## config.mk

```make
export PLATFORM = sky130hd
export DESIGN_NAME = refresh_rng
export DESIGN_NICKNAME = d
export VERILOG_FILES = /design/src/rtl/refresh_rng.sv
export SDC_FILE = /design/constraint.sdc
export NUM_CORES = 1
export LEC_CHECK = 0
export ABC_AREA = 1
export CORE_AREA = 8 8 69 95
export DETAILED_ROUTE_END_ITERATION = 6
export DIE_AREA = 0 0 77 103
export GPL_TIMING_DRIVEN = 0
export PLACE_DENSITY = 0.77
export SYNTH_ARGS = -nofsm -noshare
export SYNTH_HDL_FRONTEND = slang
export SYNTH_SLANG_ARGS = --single-unit
export TNS_END_PERCENT = 5
```

## constraint.sdc

```tcl
create_clock -name clock -period 2 [get_ports clock]
set_clock_uncertainty 0.1 [all_clocks]
set_input_delay 0.3 -clock clock [delete_from_list [all_inputs] [get_ports clock]]
set_output_delay 0.3 -clock clock [all_outputs]
set_load 0.01 [all_outputs]
```

## src/rtl/refresh_rng.sv

```systemverilog
// refresh_rng: seeded 32-bit Fibonacci LFSR that supplies OUT_BITS refresh bits per beat to a masked AND gadget.
// Define REFRESH_RNG_RESEED_LIMIT_EN to force a reseed after RESEED_LIMIT consumed beats.
module refresh_rng #(
    parameter int OUT_BITS      = 3,
    parameter int WARMUP_CYCLES = 64,
    parameter int RESEED_LIMIT  = 1024
) (
    input  logic                clock,
    input  logic                reset,
    input  logic [31:0]         seed,
    input  logic                seed_valid,
    output logic                seed_ready,
    output logic                seed_err,
    output logic [OUT_BITS-1:0] r,
    output logic                r_valid,
    input  logic                r_ready,
    output logic                reseed_req
);

    localparam int CW = (WARMUP_CYCLES > 1) ? $clog2(WARMUP_CYCLES) : 1;
    localparam logic [CW-1:0] WARM_LAST = CW'(WARMUP_CYCLES - 1);

    typedef enum logic [1:0] {UNSEEDED, WARMUP, RUN} state_t;

    state_t        state, state_d;
    logic [31:0]   lfsr, lfsr_d, lfsr_adv;
    logic [CW-1:0] counter, counter_d;
    logic          valid_d, err_d;
    logic          seed_take, seed_load, seed_zero;

    // One advance is OUT_BITS single steps, unrolled.
    function automatic logic [31:0] advance(input logic [31:0] s);
        logic [31:0] t;
        t = s;
        for (int i = 0; i < OUT_BITS; i++)
            t = {t[30:0], t[31] ^ t[21] ^ t[1] ^ t[0]};
        return t;
    endfunction

    assign seed_ready = ~reset;
    assign seed_take  = seed_valid & seed_ready;
    assign seed_load  = seed_take & (seed != 32'd0);
    assign seed_zero  = seed_take & (seed == 32'd0);
    assign lfsr_adv   = advance(lfsr);

`ifdef REFRESH_RNG_RESEED_LIMIT_EN
    localparam int UW = (RESEED_LIMIT > 1) ? $clog2(RESEED_LIMIT) : 1;
    localparam logic [UW-1:0] USE_LAST = UW'(RESEED_LIMIT - 1);
    logic [UW-1:0] use_cnt, use_d;
    logic          req_q, req_d;
    assign reseed_req = req_q;
`else
    assign reseed_req = 1'b0;
`endif

    always_comb begin
        state_d   = state;
        lfsr_d    = lfsr;
        counter_d = counter;
        valid_d   = r_valid;
        err_d     = seed_err;
`ifdef REFRESH_RNG_RESEED_LIMIT_EN
        use_d     = use_cnt;
        req_d     = req_q;
`endif
        if (seed_load) begin
            // A good seed wins over everything, including a beat offered this cycle.
            state_d   = WARMUP;
            lfsr_d    = seed;
            counter_d = '0;
            valid_d   = 1'b0;
            err_d     = 1'b0;
`ifdef REFRESH_RNG_RESEED_LIMIT_EN
            use_d     = '0;
            req_d     = 1'b0;
`endif
        end else begin
            // A rejected zero seed only raises the flag; the stream is not disturbed.
            if (seed_zero)
                err_d = 1'b1;
            case (state)
                WARMUP: begin
                    lfsr_d    = lfsr_adv;
                    counter_d = counter + 1'b1;
                    if (counter == WARM_LAST) begin
                        state_d = RUN;
                        valid_d = 1'b1;
                    end
                end
                RUN: begin
                    if (r_ready) begin
                        lfsr_d = lfsr_adv;
`ifdef REFRESH_RNG_RESEED_LIMIT_EN
                        if (use_cnt == USE_LAST) begin
                            state_d = UNSEEDED;
                            valid_d = 1'b0;
                            req_d   = 1'b1;
                        end else begin
                            use_d = use_cnt + 1'b1;
                        end
`endif
                    end
                end
                default: ;
            endcase
        end
    end

    always_ff @(posedge clock or posedge reset) begin
        if (reset) begin
            state    <= UNSEEDED;
            lfsr     <= '0;
            counter  <= '0;
            r_valid  <= 1'b0;
            seed_err <= 1'b0;
            r        <= '0;
        end else begin
            state    <= state_d;
            lfsr     <= lfsr_d;
            counter  <= counter_d;
            r_valid  <= valid_d;
            seed_err <= err_d;
            // r is its own register so it stays glitch-free and independent of r_ready.
            r        <= valid_d ? lfsr_d[OUT_BITS-1:0] : '0;
        end
    end

`ifdef REFRESH_RNG_RESEED_LIMIT_EN
    always_ff @(posedge clock or posedge reset) begin
        if (reset) begin
            use_cnt <= '0;
            req_q   <= 1'b0;
        end else begin
            use_cnt <= use_d;
            req_q   <= req_d;
        end
    end
`endif

endmodule

```

After elaboration in Yosys (flattened, before gate mapping)
Cells that the tools add are included.
{"block": "word_totals", "latch_bits": 0, "input_bits": 36, "memories": 0, "ram_bits": 0, "romBits": 0, "regBits": 45, "elab_cells": 47, "output_inout_bits": 7}
{"block": "op_classes", "order_cmp": 0, "eq_ne": 4, "mul": 0, "muxes": 14, "bitwise_logic": 13, "div": 0, "n_addsub": 1, "n_reduce_logical": 8, "n_shift": 0}
{"cell": "$mux W32", "n": 2}
{"cell": "$pmux W32 S2", "n": 1}
{"cell": "$logic_not A32 Y1", "n": 1}
{"cell": "$reduce_bool A32 Y1", "n": 1}
{"cell": "$mux W6", "n": 2}
{"cell": "$xor A1 B1 Y1", "n": 9}
{"cell": "$add A6 B1 Y6 const B", "n": 1}
{"cell": "$eq A6 B6 Y1 const B", "n": 1}
{"cell": "$mux W2", "n": 3}
{"cell": "$reduce_bool A2 Y1", "n": 3}
{"cell": "$mux W1", "n": 5}
{"cell": "$reduce_and A2 Y1", "n": 2}
{"cell": "$and A1 B1 Y1", "n": 3}
{"cell": "$mux W3", "n": 1}
{"cell": "$ne A3 B3 Y1 const B", "n": 1}
{"cell": "$reduce_bool A3 Y1", "n": 1}
{"cell": "$eq A2 B1 Y1 const B", "n": 1}
{"cell": "$eq A2 B2 Y1 const B", "n": 1}
{"cell": "$not A1 Y1", "n": 1}

Depth between registers and ports, before layout
{"block": "logic_depth", "depth_word": 9, "mapped_depth": 10, "mapped_depth_nobuf": 9}

Least setup slack after synthesis
No wires, ideal clock.
{"block": "synth_path", "path_kind": "input port to output port", "from": "input reset", "to": "output seed_ready", "path_buffers": 0, "slack_ns": 0.309, "required_time_ns": 1.600, "arrival_time_ns": 1.291, "path_stages": 1, "cell_sequence": "inv_1"}
{"block": "synth_between", "elab_chain_len": 1}
{"element": "start: declaration", "line_no": "9", "source": "input logic reset,"}
{"element": "$not A1 Y1", "line_no": "40", "source": "assign seed_ready = ~reset;"}
{"element": "end: declaration", "line_no": "12", "source": "output logic seed_ready,"}
No other way between the ends.

Final worst setup path
{"block": "layout_path", "from": "register state[1]", "to": "register lfsr[22]"}
{"block": "layout_between", "elab_chain_len": 3, "word_cells_on_any_way": 7, "classes_between": "3 x eq/ne; 2 x mux; 2 x reduce/logical"}
{"element": "start: declaration", "line_no": "25", "source": "state_t state, state_d;"}
{"element": "start signal: assignment", "line_no": "118", "source": "state <= state_d;"}
{"element": "$eq A2 B2 Y1 / $eq A2 B1 Y1 (equally long branches)", "line_no": "81", "source": "case (state)"}
{"element": "$pmux W32 S2, or another cell as far along", "line_no": "81"}
{"element": "$mux W32 / $reduce_and A2 Y1 (equally long branches)"}
{"element": "end signal: assignment", "line_no": "119", "source": "lfsr <= lfsr_d;"}
{"element": "end: declaration", "line_no": "26", "source": "logic [31:0] lfsr, lfsr_d, lfsr_adv;"}
Several ways; a longest one is shown, not always the timed one.
A chain may end at the register's enable or synchronous reset.

==> summary.md <==
| Metric | Value |
|---|---|
| Setup Total Neg Slack | `0 ns` |
| Worst Setup Start Kind | `flip-flop` |
| WL/cell | `14.7 um` |
| Final core occ | `0.633` |
| CTS Sinks | `45` |
| WL final | `6710 um` |
| Area of the core | `0.00512 mm^2` |
| Total I/O pin count | `43` |
| Initial antenna violation count | `0` |
| Die width | `77 um` |
| Pwr dens | `780 mW/mm^2` |
| Root buffer cell | `clkbuf_8` |
| Synthesized net count | `380` |
| Clock buffer count from CTS | `5` |
| Share of layout cells above drive strength 1 | `0.0969` |
| Worst-skew pair later-pin latency | `0.30 ns` |
| Most frequent cells in the layout | `nand3_1 (96), nand2_1 (68), dfrtp_1 (45)` |
| PortBufs | `41` |
| Critical path required time | `2.14 ns` |
| Row count | `31` |
| Final min period | `1.86 ns` |
| Grt ovf | `0` |
| CP Data Arrival Time | `2.00 ns` |
| Yosys cell types | `23` |
| RePlAce Congestion | `0.861` |
| Final period util | `0.928` |
| Vias in the first global route | `2512` |
| Outcome | `complete, no violations` |
| First DRT Iteration DRCs | `109` |
| Pleak | `0.00152 uW` |
| Final setup fails | `0` |
| DP HPWL | `5080 um` |
| Max Buffers Root-to-Sink | `2` |
| Area Overhead vs Synth | `23.7%` |
| Drt pass-1 iters | `4` |
| CTS tree | `built` |
| Die footprint | `0.00793 mm^2` |
| GR Util All Layers | `0.177` |
| Antenna fix cells | `0` |
| Worst r2r path cells | `8` |
| Max-cap violations | `0` |
| Vias | `2457` |
| DIE HEIGHT | `103 um` |
| Synthesized flop and latch total | `45` |
| Vias per cell | `5.36` |
| Post-synthesis sequential area ratio | `0.430` |
| Post-synthesis cell count | `341` |
| RSZ-0062 raised after global routing | `no` |
| Yosys Warn Count | `0` |
| Clock Pin Slew Worst Setup and Hold Paths | `0.09 ns` |
| Final nets | `430` |
| Initial core utilization | `0.511` |
| Critical path class | `flip-flop to flip-flop` |
| Final ANT Viol Nets | `0` |
| Largest net degree at the start of global routing | `26` |
| FMAX | `539 MHz` |
| Maximum VDD drop | `0.458 mV` |
| Commonest non-fill, non-tap cell in the layout | `nand3_1` |
| Endpoint type of the worst setup path | `flip-flop` |
| Hold Violations, Final | `0` |
| Worst min path class | `primary input to asynchronous set/reset pin` |
| Max-slew violations | `0` |
| Mapped cell area | `0.00262 mm^2` |
| First-pass GRT wire length | `11300 um` |
| Synth Area per Inst | `7.68 um^2` |
| CTS HTree Levels | `2` |
| Hold buffer count at cts | `0` |
| DRC Markers | `0` |
| Critical Path Fanout Max | `10` |
## synth_stat cells, drive strengths merged
library cell | number | area, um^2
nand3 | 96 | 480
nand2 | 68 | 255
dfrtp | 45 | 1130
nor2 | 37 | 139
nor3b | 28 | 215
inv | 19 | 71.3
buf | 18 | 113
clkbuf | 6 | 22.5
xor2 | 5 | 43.8
nor3 | 4 | 30.0
ha | 3 | 37.5
o21ai | 3 | 26.3
xnor2 | 3 | 26.3
a21oi | 2 | 10.0
or2 | 2 | 12.5
conb | 1 | 3.75
nand4 | 1 | 6.26
## state kept, by name, indices dropped and copies added, names as in the netlist
register and count:
lfsr 32, counter 6, r 3, state 2, r_valid 1, seed_err 1
## metrics by stage
stage | cells | setup WS [ns] | cell area (um^2) | hold slack, ns | power [uW]
2_1_floorplan | 341 | 0.309 | 2620 | 0.317 | 1750
3_3_place_gp | 448 | -1.27 | 3110 | 0.385 | 1950
3_5_place_dp | 449 | -0.199 | 3130 | 0.390 | 1980
4_1_cts | 458 | 0.0746 | 3230 | 0.0305 | 2530
5_1_grt | 458 | 0.0119 | 3240 | 0.0339 | 2690
6_report | 458 | 0.144 | 3240 | 0.0228 | 2530
## critical path, stage by stage (launching register included)
cell     delay, ns
dfrtp_1       0.38
inv_1         0.05
ha_2          0.22
or2_2         0.29
nand2_1       0.13
buf_4         0.20
buf_2         0.24
nand3_1       0.11
nand3_1       0.09
## layer usage
| metal | global-route usage | routed length (um) | share of wire |
|---|---|---|---|
| met1 | 0.192 | 2810 | 0.42 |
| met5 | 0 | 0 | 0 |
| met2 | 0.334 | 3550 | 0.53 |
| met4 | 0.0787 | 150 | 0.022 |
| met3 | 0.0236 | 207 | 0.031 |
## power by group
part	switching, uW	total, uW	internal, uW
Clock	311	554	243
Sequential	115	1210	1090
Combinational	390	765	376
## layout make-up
| type | count | area, um^2 |
|---|---|---|
| multi-input cells | 253 | 1290 |
| plain buffers | 24 | 139 |
| well taps | 66 | 82.6 |
| flip-flops and latches | 45 | 1130 |
| repair buffers | 42 | 429 |
| inverters | 19 | 85.1 |
| fillers | 476 | 1880 |
| repair inverters | 1 | 6.26 |
| clock inverters | 2 | 10.0 |
| clock buffers | 6 | 72.6 |
## cells by family (layout without fill, tap and decap cells)
kind of cell,Yosys count,count (layout),share of synthesized area
xor+xnor,8,8,0.0268
fa+ha+maj,3,3,0.0143
simple gates,236,236,0.435
flops,45,45,0.430
buf+inv,43,94,0.0788
other cells,1,1,0.00143
compound gates,5,5,0.0139
## repair_timing
action	in CTS	in global routing
setup buffers	0	0
cloned	1	0
resized for setup	4	4
setup endpoints to repair	1	26
## path summary, 6_finish.rpt
kind	slack [ns]	end	from
hold reg to reg	0.40	lfsr[13]	lfsr[13]
setup / recovery	0.14	lfsr[22]	state[1]
min in group clock	0.40	lfsr[13]	lfsr[13]
hold / removal	0.02	r_valid	reset
max in group asynchronous	1.33	lfsr[20]	reset
setup reg to reg	0.14	lfsr[22]	state[1]
(Power assumes the default switching activity.)
